--- config.mk ---
export PLATFORM = sky130hd
export DESIGN_NAME = mem_wb_pipe_stage
export DESIGN_NICKNAME = d
export VERILOG_FILES = /design/src/rtl/cpu_pipe_pkg.sv /design/src/rtl/pipe_slot.sv /design/src/rtl/mem_wb_pipe_stage.sv
export SDC_FILE = /design/constraint.sdc
export NUM_CORES = 1
export LEC_CHECK = 0
export BUFFER_PORTS_ARGS = -buffer_cell sky130_fd_sc_hd__clkbuf_2
export CORE_MARGIN = 10
export CORE_UTILIZATION = 41
export CTS_CLUSTER_DIAMETER = 200
export CTS_CLUSTER_SIZE = 30
export DETAILED_ROUTE_END_ITERATION = 7
export PLACE_DENSITY = 0.87
export SYNTH_ARGS = -nofsm -noshare
export SYNTH_HDL_FRONTEND = slang
export SYNTH_SLANG_ARGS = --single-unit
--- constraint.sdc ---
create_clock -name clk -period 1.8 [get_ports clk]
set_clock_uncertainty 0.15 [all_clocks]
set_input_delay 0.09 -clock clk [delete_from_list [all_inputs] [get_ports clk]]
set_output_delay 0.09 -clock clk [all_outputs]
set_load 0.02 [all_outputs]
--- src/rtl/cpu_pipe_pkg.sv ---
// Shared types and defaults for the pipeline stage registers of the 5-stage core.
package cpu_pipe_pkg;

  localparam int DATA_W_DEF = 32;
  localparam int DEST_W_DEF = 4;

  // Number of control bits (wb_en, mem_r_en) at the top of a packed MEM->WB payload.
  localparam int MEM_WB_CTRL_W = 2;

  // One MEM->WB beat at the default widths; field order matches the packed payload vector.
  typedef struct packed {
    logic                  wb_en;
    logic                  mem_r_en;
    logic [DATA_W_DEF-1:0] alu_result;
    logic [DATA_W_DEF-1:0] mem_rd_data;
    logic [DATA_W_DEF-1:0] pc;
    logic [DATA_W_DEF-1:0] instr;
    logic [DEST_W_DEF-1:0] dest;
  } mem_wb_payload_t;

  // Width of a packed MEM->WB payload for arbitrary data/destination widths.
  function automatic int mem_wb_payload_w(input int data_w, input int dest_w);
    return MEM_WB_CTRL_W + 4 * data_w + dest_w;
  endfunction

endpackage

--- src/rtl/pipe_slot.sv ---
// One pipeline slot: a valid bit plus a payload register.
// The top CTRL_W payload bits are control strobes; they are zeroed whenever the
// slot goes empty so an empty slot never presents an active strobe.
module pipe_slot #(
  parameter int W      = 8,
  parameter int CTRL_W = 2
) (
  input  logic         clk,
  input  logic         rst_n,
  input  logic         load,
  input  logic         clear,
  input  logic         flush,
  input  logic [W-1:0] d,
  output logic         valid,
  output logic [W-1:0] q
);

  // Slot state: flush beats load, load beats clear; data bits survive flush/clear.
  always_ff @(posedge clk or negedge rst_n) begin
    if (!rst_n) begin
      // NOTE: the payload is reset too (not just valid) so every output reads 0 out of reset;
      // state is written with <= so all slots update from the same pre-edge values.
      valid <= 1'b0;
      q     <= '0;
    end else if (flush) begin
      valid               <= 1'b0;
      q[W-1 -: CTRL_W]    <= '0;
    end else if (load) begin
      valid <= 1'b1;
      q     <= d;
    end else if (clear) begin
      valid               <= 1'b0;
      q[W-1 -: CTRL_W]    <= '0;
    end
  end

endmodule

--- src/rtl/mem_wb_pipe_stage.sv ---
// MEM->WB pipeline stage register with valid/ready handshake, synchronous flush
// and a saturating stall counter.
// Define MEM_WB_SKID_EN to add a 1-entry skid buffer: in_ready then comes
// straight from a flop and has no combinational path from out_ready.
module mem_wb_pipe_stage
  import cpu_pipe_pkg::*;
#(
  parameter int DATA_W  = DATA_W_DEF,
  parameter int DEST_W  = DEST_W_DEF,
  parameter int STALL_W = 16
) (
  input  logic               clk,
  input  logic               rst_n,
  input  logic               flush,
  input  logic               in_valid,
  output logic               in_ready,
  input  logic               in_wb_en,
  input  logic               in_mem_r_en,
  input  logic [DATA_W-1:0]  in_alu_result,
  input  logic [DATA_W-1:0]  in_mem_rd_data,
  input  logic [DATA_W-1:0]  in_pc,
  input  logic [DATA_W-1:0]  in_instr,
  input  logic [DEST_W-1:0]  in_dest,
  output logic               out_valid,
  input  logic               out_ready,
  output logic               out_wb_en,
  output logic               out_mem_r_en,
  output logic [DATA_W-1:0]  out_alu_result,
  output logic [DATA_W-1:0]  out_mem_rd_data,
  output logic [DATA_W-1:0]  out_pc,
  output logic [DATA_W-1:0]  out_instr,
  output logic [DEST_W-1:0]  out_dest,
  output logic [STALL_W-1:0] stall_cnt
);

  localparam int PAY_W = mem_wb_payload_w(DATA_W, DEST_W);

  logic [PAY_W-1:0] in_pay;
  logic [PAY_W-1:0] main_d;
  logic [PAY_W-1:0] main_q;
  logic             main_valid;
  logic             main_load;
  logic             main_free;
  logic             accept;

  assign in_pay    = {in_wb_en, in_mem_r_en, in_alu_result, in_mem_rd_data,
                      in_pc, in_instr, in_dest};
  assign main_free = !main_valid || out_ready;
  assign accept    = in_valid && in_ready;

`ifdef MEM_WB_SKID_EN
  logic [PAY_W-1:0] skid_q;
  logic             skid_valid;
  logic             skid_load;
  logic             skid_clear;

  // A held skid beat is older than anything on the input, so it refills main first.
  // While the skid is full in_ready is low, so accept and skid_valid are exclusive.
  assign in_ready   = !skid_valid;
  assign main_load  = main_free && (skid_valid || accept);
  assign main_d     = skid_valid ? skid_q : in_pay;
  assign skid_load  = accept && !main_free;
  assign skid_clear = main_free && skid_valid;

  pipe_slot #(
    .W      (PAY_W),
    .CTRL_W (MEM_WB_CTRL_W)
  ) u_skid (
    .clk   (clk),
    .rst_n (rst_n),
    .load  (skid_load),
    .clear (skid_clear),
    .flush (flush),
    .d     (in_pay),
    .valid (skid_valid),
    .q     (skid_q)
  );
`else
  assign in_ready  = main_free;
  assign main_load = accept;
  assign main_d    = in_pay;
`endif

  // Main register: a consumed beat empties the slot unless a new one loads the same edge.
  pipe_slot #(
    .W      (PAY_W),
    .CTRL_W (MEM_WB_CTRL_W)
  ) u_main (
    .clk   (clk),
    .rst_n (rst_n),
    .load  (main_load),
    .clear (out_ready),
    .flush (flush),
    .d     (main_d),
    .valid (main_valid),
    .q     (main_q)
  );

  assign out_valid = main_valid;
  assign {out_wb_en, out_mem_r_en, out_alu_result, out_mem_rd_data,
          out_pc, out_instr, out_dest} = main_q;

  // Count cycles the WB side holds off a presented beat; stick at all-ones.
  always_ff @(posedge clk or negedge rst_n) begin
    if (!rst_n) begin
      stall_cnt <= '0;
    end else if (out_valid && !out_ready && (stall_cnt != '1)) begin
      stall_cnt <= stall_cnt + STALL_W'(1);
    end
  end

endmodule

==> metrics.csv, run 1 <==
stage,metric,value,unit
status,violations,negative setup slack,
sta,layout_min_cycle_time,1.858,ns
die,die_area,19410,um2
power_and_ir_drop,power_leakage,5.372,nW
placement,dpl-instance-area,7772,um2
status,status,"finished, violations left",
route,wire_per_inst,24.65,um
sta,rsz0062_at_grt,true,
clocking,cts_inserted_buffers,17,
layout,final_cell_mix,"clkbuf_2, dfrtp_1, dlygate4sd3_1, mux2_4, clkbuf_16",
route,routed_wl,25840,um
layout,final_common_cell,clkbuf_2,
die,die_y,139.3,um
route,drt-pass1-iter-count,5,
synth,synth_seq_area_share,0.6472,
synth,synth_area,5838,um2
sta,final_max_slew_viol_count,0,
clocking,cts_tree,built,
sta,hold_viol,0,
layout,design_area,10720,um2
synth,syn_area_per_cell,16.04,um2
sta,max_freq,0.5382,GHz
power_and_ir_drop,power,11.45,mW
route,vias_per_cell,5.071,
layout,fillers,747,
power_and_ir_drop,ir_worst_vdd,0.0008801,V
placement,numPortBuffers,290,
die,design.core.area,13930,um2
route,drcViolationCount,0,
layout,nets,990,
hold_path,hp-class,in2async,
placement,dp_hpwl,13470,um
die,io_pins,291,
global_routing,grt_pass1_wl,33090,um
die,die_w,139.3,um
run,drv_cap,0,
sta,tightest_slew,0.5193,ns
sta,slew_headroom,0.6538,
sta,setup_violations,71,
sta,finalCritPeriodShare,1.032,
synth,yosysWarningCount,0,
clocking,cts_htree_levels,4,
power_and_ir_drop,power.density,1068,nW/um2
synth,ys_types,33,
clocking,cts.path.max_buffers,2,
critical_path,worstPathRequired,1.95,ns
route,postRouteAntennaNets,0,
critical_path,cp-end-kind,flip-flop,
layout,drive_gt1_frac,0.6056,
synth,synth.net_count,504,
clocking,clockRootBuffer,clkbuf_16,
route,first_iter_violations,261,
placement,gp_congestion,0.8184,
clocking,cts.sinks,151,
synth,ys_ff_latch,151,
global_routing,grt_pass1_vias,5715,
die,rows,43,
die,start_util,0.4190,
layout,utilization,0.7696,
global_routing,grt_overflow,0,
clocking,clk_latency,0.41,ns
route,num_vias,5314,
global_routing,grt_max_degree,55,
global_routing,grt_usage,0.2157,
sta,finalWorstSetupSlack,-0.05818,ns
critical_path,critPathKind,reg2reg,
layout,area_growth,83.69,%
synth,synthCells,364,
clocking,clk_pin_slew,0.07,ns
critical_path,crit_fanout,7,
critical_path,start_kind,flip-flop,
critical_path,worstPathArrival,2.00,ns
global_routing,antenna_found_initial,5,
[metal layers]
metal / GRT usage / vias up / wire length [um]
met3: 0.08472 / 47 / 2402
met2: 0.3705 / 329 / 13280
met5: 0 / - / 0
met4: 0.07523 / 0 / 730
met1: 0.2370 / 2656 / 9422
li1: - / 2282 / -
[synthesized netlist by cell type (all sizes together)]
library cell  instances  area share
dfrtp               151        0.65
mux2                134        0.26
buf                  15       0.017
nor2                 11      0.0084
xnor2                 8       0.012
nand2                 7      0.0045
nand3                 5      0.0043
xor2                  5      0.0075
a21oi                 3      0.0026
and4                  3      0.0049
nand4                 3      0.0058
a32oi                 2      0.0030
inv                   2      0.0013
nor3                  2      0.0026
nor4                  2      0.0021
nor4b                 2      0.0041
o2111ai               2      0.0030
o21ai                 2      0.0017
and3                  1      0.0011
and4bb                1      0.0028
ha                    1      0.0021
nand3b                1      0.0013
nor3b                 1      0.0013
[power by group]
group,total (mW),switching (mW),internal (mW),leakage (nW)
sequential,4.46,0.474,3.98,1.80
clock,3.65,1.43,2.21,0.293
combinational,3.35,1.74,1.61,3.28
[final timing paths]
kind                            cells past startpoint                        end                     start  slack, ns
worst max-delay path                                9  u_main.q[105]$_DFFE_PN0P_  u_main.valid$_DFFE_PN0P_      -0.06
worst min register to register                      1   u_main.q[73]$_DFFE_PN0P_  u_main.q[73]$_DFFE_PN0P_       0.36
min in group clk                                    3   u_main.q[82]$_DFFE_PN0P_        in_mem_rd_data[14]       0.30
worst max register to register                      9  u_main.q[105]$_DFFE_PN0P_  u_main.valid$_DFFE_PN0P_      -0.06
worst min-delay path                                2   u_main.q[54]$_DFFE_PN0P_                     rst_n       0.09
max in group asynchronous                           3   u_main.q[25]$_DFFE_PN0P_                     rst_n       0.78
[registers in the layout (all words and copies together), names as in the netlist]
register      count
u_main.q        134
stall_cnt        16
u_main.valid      1
[cell families (layout without fill, tap and decap cells)]
family / count (synthesis) / in the layout / share of synthesized area
mux: 134 / 134 / 0.2591
compound gates: 9 / 9 / 0.01029
simple gates: 39 / 39 / 0.04308
fa+ha+maj: 1 / 1 / 0.002143
buf+inv: 17 / 515 / 0.01864
xor+xnor: 13 / 13 / 0.01950
other cells: 0 / 6 / 0
flops: 151 / 151 / 0.6472
[worst max-delay path, stage by stage, from the launching register on]
cell and delay (ns):
dfrtp_1 0.40, inv_2 0.07, nor2_2 0.05, inv_2 0.07, nand2_2 0.06, nor2_4 0.12
buf_12 0.15, buf_16 0.17, clkbuf_16 0.17, mux2_4 0.32
[area by class of cell]
cell class | count | area (um2) | area share
Sequential cell | 151 | 3781 | 0.3526
Timing Repair Buffer | 482 | 3692 | 0.3443
Multi-Input combinational cell | 196 | 2407 | 0.2245
Clock buffer | 19 | 442.9 | 0.04130
Tap cell | 180 | 225.2 | 0.02100
Clock inverter | 12 | 152.6 | 0.01423
Antenna cell | 6 | 15.01 | 0.001400
Inverter | 2 | 7.507 | 0.0007000
[through the flow]
step	cells	hold WS (ns)	setup WS, ns	setup TNS (ns)
6_report	1048	0.09363	-0.05818	-1.526
5_1_grt	1047	0.1137	-0.07704	-4.313
4_1_cts	1023	0.04955	-0.002065	-0.002919
3_5_place_dp	851	-0.07141	-0.004914	-0.008849
3_3_place_gp	851	-0.07090	0.06246	0
2_1_floorplan	364	-0.3556	0.03620	0
[timing repair]
| item | CTS | global route |
|---|---|---|
| hold endpoints to repair | 287 | 0 |
| hold buffers | 139 | 0 |
| setup endpoints to repair | 14 | 128 |
| resized for setup | 3 | 139 |
| pin swaps | 0 | 2 |
| buffers inserted | 2 | 3 |
| gates cloned | 0 | 16 |
(Power assumes the default switching activity.)
==> run 2: changes to the inputs <==
--- a/config.mk
+++ b/config.mk
@@ -7,11 +7,12 @@
 export LEC_CHECK = 0
 export BUFFER_PORTS_ARGS = -buffer_cell sky130_fd_sc_hd__clkbuf_2
 export CORE_MARGIN = 10
-export CORE_UTILIZATION = 41
+export CORE_UTILIZATION = 42
 export CTS_CLUSTER_DIAMETER = 200
 export CTS_CLUSTER_SIZE = 30
 export DETAILED_ROUTE_END_ITERATION = 7
 export PLACE_DENSITY = 0.87
 export SYNTH_ARGS = -nofsm -noshare
 export SYNTH_HDL_FRONTEND = slang
+export SYNTH_HIERARCHICAL = 1
 export SYNTH_SLANG_ARGS = --single-unit
==> metrics.csv, run 2 <==
stage,metric,value,unit,change
route,first_iter_violations,213,,-18%
route,postRouteAntennaNets,0,,unchanged
global_routing,grt_pass1_vias,5884,,+3.0%
critical_path,crit_buf_inv,4,,-1
global_routing,grt_max_degree,47,,-15%
layout,nets,990,,unchanged
clocking,cts_inserted_buffers,17,,unchanged
layout,drive_gt1_frac,0.6067,,+0.001160
route,vias_per_cell,4.931,,-2.7%
critical_path,cp-end-kind,flip-flop,,
critical_path,worstPathRequired,1.94,ns,about the same
power_and_ir_drop,p_int,8.001,mW,+2.5%
critical_path,slowest_delay,0.41,ns,about the same
layout,seqCellArea,3780,um2,about the same
clocking,cts.sinks,151,,unchanged
clocking,clockRootBuffer,clkbuf_16,,
power_and_ir_drop,seqPwrFrac,0.381,,-0.008
sta,final.setup.tns,-23.09,ns,-21.57 ns
layout,largest_reg_flops,134,,unchanged
sta,tightest_slew,0.4586,ns,-0.06078 ns
global_routing,grt_usage,0.2166,,+0.0009450
synth,ys_ff_latch,151,,unchanged
layout,reg_top3,"u_main/q (134), stall_cnt (16), u_main/valid (1)",,
power_and_ir_drop,switchingPower,3.596,mW,-1.3%
layout,multi_input_area,2420,um2,+0.52%
route,wire_per_inst,22.83,um,-7.4%
die,die_area,20150,um2,+3.8%
synth,yosysMostFrequentCell,dfrtp_1,,
die,die_y,142.0,um,+1.9%
die,design.core.area,14530,um2,+4.3%
route,drcViolationCount,0,,unchanged
synth,synthCells,368,,+1.1%
power_and_ir_drop,power,11.60,mW,+1.3%
clocking,clk_latency,0.41,ns,about the same
critical_path,path_common_cell,buf_12,,
die,io_pins,291,,unchanged
route,routed_wl,23990,um,-7.1%
layout,fillers,859,,+15%
synth,ys_types,35,,+6.1%
route,num_vias,5183,,-2.5%
placement,dp_hpwl,13610,um,+1.1%
sta,max_freq,0.4943,GHz,-8.2%
clocking,cts.path.max_buffers,2,,unchanged
critical_path,startpoint,u_main/valid$_DFFE_PN0P_,,
critical_path,worstPathArrival,2.16,ns,+0.16 ns
sta,final_max_slew_viol_count,0,,unchanged
layout,top_register,u_main/q,,
status,status,"finished, violations left",,
global_routing,antenna_found_initial,4,,-1
critical_path,crit_chain,and2b_1 -> inv_2 -> and2_4 -> nor2b_4 -> buf_12 -> buf_12 -> clkbuf_16 -> mux2_4,,
route,drt-pass1-iter-count,4,,-1
sta,rsz0062_at_grt,true,,
synth,yosysWarningCount,6,,+6
global_routing,grt_pass1_wl,34370,um,+3.9%
synth,synth_area,6246,um2,+7.0%
sta,finalWorstSetupSlack,-0.2231,ns,-0.1650 ns
critical_path,critPathTopFamily,buffers and inverters,,
status,violations,negative setup slack,,
layout,design_area,10650,um2,-0.69%
die,die_w,142.0,um,+1.9%
clocking,cts_htree_levels,4,,unchanged
layout,final_cells,1051,,+0.29%
synth,netlist.area_leader.share,0.6050,,-0.04227
sta,finalCritPeriodShare,1.124,,+0.09165
synth,synth_seq_area_share,0.6050,,-0.04227
placement,place_ws,-0.1458,ns,-0.1409 ns
synth,synth-main-ff-cell,dfrtp_1,,
synth,async_reset_ff_frac,1.000,,unchanged
power_and_ir_drop,power.density,1089,nW/um2,+2.0%
critical_path,critPathKind,reg2reg,,
sta,hold_viol,0,,unchanged
layout,final_common_cell,clkbuf_2,,
layout,final_cell_mix,"clkbuf_2, dfrtp_1, dlygate4sd3_1, mux2_4, buf_4",,
synth,synth_top_area_cell,dfrtp_1,,
clocking,cts_tree,built,,
sta,setup_violations,133,,+87%
power_and_ir_drop,p_comb_frac,0.276,,-0.016
power_and_ir_drop,ir_worst_vdd,0.0007625,V,-13%
sta,hold_slack,0.04983,ns,-0.04380 ns
die,start_util,0.4298,,+0.01079
critical_path,crit_fanout,8,,+1
placement,gp_congestion,0.7934,,-3.1%
synth,syn_area_per_cell,16.97,um2,+5.8%
power_and_ir_drop,power_leakage,5.397,nW,+0.47%
global_routing,grt_overflow,0,,unchanged
die,rows,44,,+2.3%
synth,synth.net_count,508,,+0.79%
placement,numPortBuffers,290,,unchanged
synth,synth_commonest_cells,"dfrtp_1, mux2_4, mux2_2",,
synth,synth-edff-count,0,,unchanged
critical_path,reg2reg_slack,-0.22,ns,-0.16 ns
placement,dp.cells,865,,+1.6%
synth,synth_area_leaders,"dfrtp_1, mux2_4, mux2_2",,
sta,slew_headroom,0.6943,,+0.04052
run,drv_cap,0,,unchanged
sta,layout_min_cycle_time,2.023,ns,+0.1650 ns
clocking,clk_pin_slew,0.06,ns,about the same
power_and_ir_drop,pwr-share-clk,0.343,,+0.025
layout,area_growth,70.51,%,
placement,dpl-instance-area,8090,um2,+4.1%
hold_path,hp-class,in2async,,
layout,utilization,0.7328,,-0.03681
critical_path,crit_slowest_cell,dfrtp_2,,
power_and_ir_drop,swShare,0.3101,,-0.008220
critical_path,start_kind,flip-flop,,
critical_path,timing.rr.start,u_main/valid$_DFFE_PN0P_,,
==> run 2: cell count changes in the layout (fill, tap and decap cells not counted), sizes merged, moves of 3 or more <==
| cell | previous run | this run |
|---|---|---|
| nor2 | 11 | 4 |
| xnor2 | 8 | 1 |
| clkbuf | 320 | 314 |
| clkinv | 7 | 1 |
| xor2 | 5 | 11 |
| inv | 3 | 8 |
| a21oi | 3 | 7 |
| nor3 | 2 | 6 |
| buf | 42 | 45 |
| nand4 | 3 | 6 |
==> run 2: power by group through the flow <==
stage                     combinational [mW]  sequential, mW  clock (mW)
after floorplan                        0.855            5.06           0
after global placement                  2.59            4.38           0
after detailed placement                2.66            4.41           0
after CTS                               2.96            4.36        4.02
after global routing                    3.36            4.48        4.17
final                                   3.20            4.42        3.98
==> run 2: layer usage <==
metal | GRT usage | vias to the layer above | share of wire
li1 | - | 2273 | -
met1 | 0.2334 | 2617 | 0.37
met2 | 0.3829 | 252 | 0.53
met3 | 0.07443 | 41 | 0.072
met4 | 0.08284 | 0 | 0.025
met5 | 0 | - | 0
==> run 2: worst reg2reg max path: stages (launching register included) <==
cell and delay, ns:
dfrtp_2 0.41, and2b_1 0.19, inv_2 0.06, and2_4 0.14
nor2b_4 0.15, buf_12 0.14, buf_12 0.15, clkbuf_16 0.20
mux2_4 0.32
==> run 2: worst paths after layout <==
kind | end | cells after the start
hold reg to reg | u_main/q[37]$_DFFE_PN0P_ | 1
hold / removal | u_main/q[118]$_DFFE_PN0P_ | 2
max in group asynchronous | u_main/q[114]$_DFFE_PN0P_ | 3
setup / recovery | u_main/q[17]$_DFFE_PN0P_ | 8
setup reg to reg | u_main/q[17]$_DFFE_PN0P_ | 8
min in group clk | u_main/q[132]$_DFFE_PN0P_ | 6
==> run 2: cell families after synthesis <==
| group | count (synthesis) | share of synthesized area |
|---|---|---|
| xor gates and xnor gates | 12 | 0.01683 |
| DFF | 151 | 0.6050 |
| adders and majority gates | 1 | 0.002003 |
| AOI/OAI and AO/OA | 11 | 0.009416 |
| buffers and inverters | 19 | 0.03826 |
| and+or+nand+nor | 41 | 0.04728 |
| muxes | 133 | 0.2812 |
==> run 2: layout make-up <==
class | instances | share of cell area
sequential | 151 | 0.3549
timing repair buffer | 479 | 0.3333
multi-input combinational | 198 | 0.2272
clock buffer | 17 | 0.03994
tap | 184 | 0.02162
clock inverter | 14 | 0.02079
antenna | 5 | 0.001175
inverter | 3 | 0.001057
==> run 2: timing repair <==
action	4_1_cts	5_1_grt
gates cloned	0	9
resized for setup	20	50
endpoints found under the hold margin	286	0
hold buffers	137	0
pin swaps	0	4
setup endpoints to repair	129	135
setup buffers	0	5
==> run 3: changes to the inputs <==
--- a/config.mk
+++ b/config.mk
@@ -5,6 +5,7 @@
 export SDC_FILE = /design/constraint.sdc
 export NUM_CORES = 1
 export LEC_CHECK = 0
+export ABC_AREA = 1
 export BUFFER_PORTS_ARGS = -buffer_cell sky130_fd_sc_hd__clkbuf_2
 export CORE_MARGIN = 10
 export CORE_UTILIZATION = 42
==> metrics.csv, run 3 <==
stage,metric,value,unit,change
status,status,completed,,
critical_path,crit_fanout,15,,+7
critical_path,critPathKind,reg2reg,,
die,die_area,19840,um2,-1.6%
layout,area_growth,63.95,%,
layout,drive_gt1_frac,0.3180,,-0.2887
die,design.core.area,14420,um2,-0.76%
layout,fillers,935,,+8.8%
route,drcViolationCount,0,,unchanged
critical_path,r2r_cells,10,,+2
sta,max_freq,0.5793,GHz,+17%
global_routing,grt_usage,0.2292,,+0.01255
critical_path,start_kind,flip-flop,,
placement,gp_congestion,0.8883,,+12%
sta,slew_headroom,0.7761,,+0.08181
synth,synth-edff-count,0,,unchanged
power_and_ir_drop,switchingPower,3.364,mW,-6.5%
synth,netlist.area_leader.share,0.6161,,+0.01111
clocking,clockRootBuffer,clkbuf_16,,
layout,top_register,u_main/q,,
synth,synthMuxAreaShare,0,,-0.2813
critical_path,crit_chain,nand2_4 -> inv_1 -> nor2_1 -> buf_4 -> inv_2 -> nor2_4 -> buf_12 -> buf_6 -> nand2_1 -> nand2_1,,
critical_path,cp-end-kind,flip-flop,,
power_and_ir_drop,swShare,0.3259,,+0.01586
critical_path,worstPathRequired,1.99,ns,+0.05 ns
critical_path,path_common_cell,nand2_1,,
critical_path,slowest_delay,0.42,ns,about the same
clocking,clk_latency,0.41,ns,about the same
synth,yosysMostFrequentCell,nand2_1,,
layout,reg_top3,"u_main/q (134), stall_cnt (16), u_main/valid (1)",,
synth,synth_top_family_by_area,simple AND/OR/NAND/NOR gates,,
clocking,cts.sinks,151,,unchanged
layout,utilization,0.6972,,-0.03561
power_and_ir_drop,power_leakage,5.651,nW,+4.7%
global_routing,grt_pass1_wl,36420,um,+6.0%
synth,synth_xor_area_frac,0.004284,,-0.01254
die,rows,44,,unchanged
die,io_pins,291,,unchanged
hold_path,hp-class,in2reg,,
global_routing,antenna_found_initial,5,,+1
power_and_ir_drop,ir_worst_vdd,0.0006529,V,-14%
critical_path,worstPathArrival,1.92,ns,-0.24 ns
hold_path,whs_path_depth,7,,
die,die_w,140.8,um,-0.78%
sta,hold_slack,0.1140,ns,+0.06418 ns
route,wire_per_inst,18.26,um,-20%
power_and_ir_drop,seqPwrFrac,0.411,,+0.030
power_and_ir_drop,pwr-share-clk,0.340,,-0.003
synth,synthCells,722,,+96%
clocking,cts_tree,built,,
layout,final_cell_mix,"nand2_1, clkbuf_2, dfrtp_1, dlygate4sd3_1, clkbuf_16",,
synth,synth_commonest_cells,"nand2_1, dfrtp_1, buf_2",,
layout,nets,1301,,+31%
placement,dp_hpwl,13960,um,+2.5%
sta,tightest_slew,0.3355,ns,-0.1231 ns
power_and_ir_drop,p_int,6.957,mW,-13%
synth,synth.net_count,862,,+70%
synth,yosysWarningCount,6,,unchanged
critical_path,crit_slowest_cell,dfrtp_1,,
global_routing,grt_pass1_vias,6942,,+18%
sta,setup_violations,0,,-100%
route,routed_wl,24880,um,+3.7%
synth,synth_seq_area_share,0.6161,,+0.01111
synth,synthSimpleGateAreaFrac,0.3339,,+0.2867
critical_path,critPathTopFamily,buffers and inverters,,
route,num_vias,6717,,+30%
sta,finalCritPeriodShare,0.9590,,-0.1649
clocking,cts.path.max_buffers,2,,unchanged
synth,synth_top_area_cell,dfrtp_1,,
synth,synth_compound_area_frac,0.004488,,-0.004927
critical_path,cp_num_cells,10,,+2
die,start_util,0.4252,,-0.004527
sta,layout_min_cycle_time,1.726,ns,-0.2969 ns
layout,final_cells,1362,,+30%
run,drv_cap,0,,unchanged
synth,synth_area,6133,um2,-1.8%
synth,ys_types,26,,-26%
placement,numPortBuffers,290,,unchanged
synth,synth-main-ff-cell,dfrtp_1,,
route,drt-pass1-iter-count,5,,+1
route,first_iter_violations,609,,+190%
critical_path,crit_buf_inv,5,,+1
layout,final_common_cell,nand2_1,,
global_routing,grt_overflow,0,,unchanged
sta,final_max_slew_viol_count,0,,unchanged
synth,async_reset_ff_frac,1.000,,unchanged
die,die_y,140.8,um,-0.78%
clocking,cts_inserted_buffers,17,,unchanged
placement,dp.cells,1176,,+36%
synth,ys_ff_latch,151,,unchanged
clocking,clk_pin_slew,0.06,ns,about the same
synth,synth_fa_ha_area_frac,0.002040,,+0.00003678
synth,syn_area_per_cell,8.495,um2,-50%
clocking,cts_htree_levels,4,,unchanged
sta,final.setup.tns,0,ns,+23.09 ns
route,postRouteAntennaNets,0,,unchanged
layout,largest_reg_flops,134,,unchanged
global_routing,grt_max_degree,86,,+83%
route,vias_per_cell,4.932,,about the same
synth,synth_area_leaders,"dfrtp_1, nand2_1, buf_2",,
power_and_ir_drop,p_comb_frac,0.248,,-0.028
sta,hold_viol,0,,unchanged
power_and_ir_drop,power.density,1026,nW/um2,-5.7%
==> run 3: power by group through the flow <==
stage | logic (mW) | registers [mW] | clock network [mW]
6_report | 2.56 | 4.25 | 3.51
5_1_grt | 2.75 | 4.30 | 3.75
4_1_cts | 2.41 | 4.21 | 3.57
3_5_place_dp | 2.17 | 4.26 | 0
3_3_place_gp | 2.11 | 4.24 | 0
2_1_floorplan | 0.580 | 4.84 | 0
==> run 3: final cells by class <==
cell class	count	area, um2	share of cell area
Antenna cell	5	12.51	0.001244
Clock buffer	19	452.9	0.04504
Clock inverter	12	126.4	0.01257
Inverter	22	83.83	0.008336
Multi-Input combinational cell	520	2132	0.2120
Sequential cell	151	3779	0.3758
Tap cell	184	230.2	0.02289
Timing Repair Buffer	449	3239	0.3221
==> run 3: worst paths after layout <==
path	start	endpoint	slack [ns]
worst max-delay path	u_main/valid$_DFFE_PN0P_	u_main/q[55]$_DFFE_PN0P_	0.07
worst min-delay path	in_valid	u_main/q[132]$_DFFE_PN0P_	0.11
worst max register to register	u_main/valid$_DFFE_PN0P_	u_main/q[55]$_DFFE_PN0P_	0.07
worst min register to register	u_main/q[2]$_DFFE_PN0P_	u_main/q[2]$_DFFE_PN0P_	0.33
max in group asynchronous	rst_n	stall_cnt[2]$_DFFE_PN0P_	0.10
min in group asynchronous	rst_n	u_main/q[24]$_DFFE_PN0P_	0.54
==> run 3: cells by family after synthesis <==
logic type | after synthesis
DFF | 151
and+or+nand+nor | 511
adders and majority gates | 1
buffers and inverters | 51
AOI/OAI and AO/OA | 5
xor gates and xnor gates | 3
==> run 3: metrics by stage <==
| stage | worst slack [ns] | power [mW] | area [um2] |
|---|---|---|---|
| after floorplan | 0.03229 | 5.419 | 6138 |
| after global placement | 0.1308 | 6.344 | 7818 |
| after detailed placement | 0.01705 | 6.423 | 7818 |
| after CTS | 0.003476 | 10.19 | 9788 |
| after global routing | -0.001855 | 10.79 | 10060 |
| final | 0.07372 | 10.32 | 10060 |
==> run 3: worst register-to-register path, stage by stage (launching register included) <==
cell	delay, ns
dfrtp_1	0.42
nand2_4	0.08
inv_1	0.08
nor2_1	0.10
buf_4	0.14
inv_2	0.04
nor2_4	0.13
buf_12	0.17
buf_6	0.20
nand2_1	0.08
nand2_1	0.07
==> run 3: metal layers <==
metal  share of wire  GRT usage  vias up  wire length (um)
met2            0.49     0.3805      440             12140
met4           0.042     0.1120        0              1050
li1                -          -     3066                 -
met1            0.36     0.2512     3139              8975
met3            0.11    0.08969       72              2711
met5               0          0        -                 0
==> run 3: what timing repair did <==
| action | in CTS | in global routing |
|---|---|---|
| hold endpoints to repair | 289 | 0 |
| setup endpoints to repair | 0 | 105 |
| gates resized for setup | 0 | 11 |
| hold buffers | 139 | 0 |
| setup buffers | 0 | 3 |
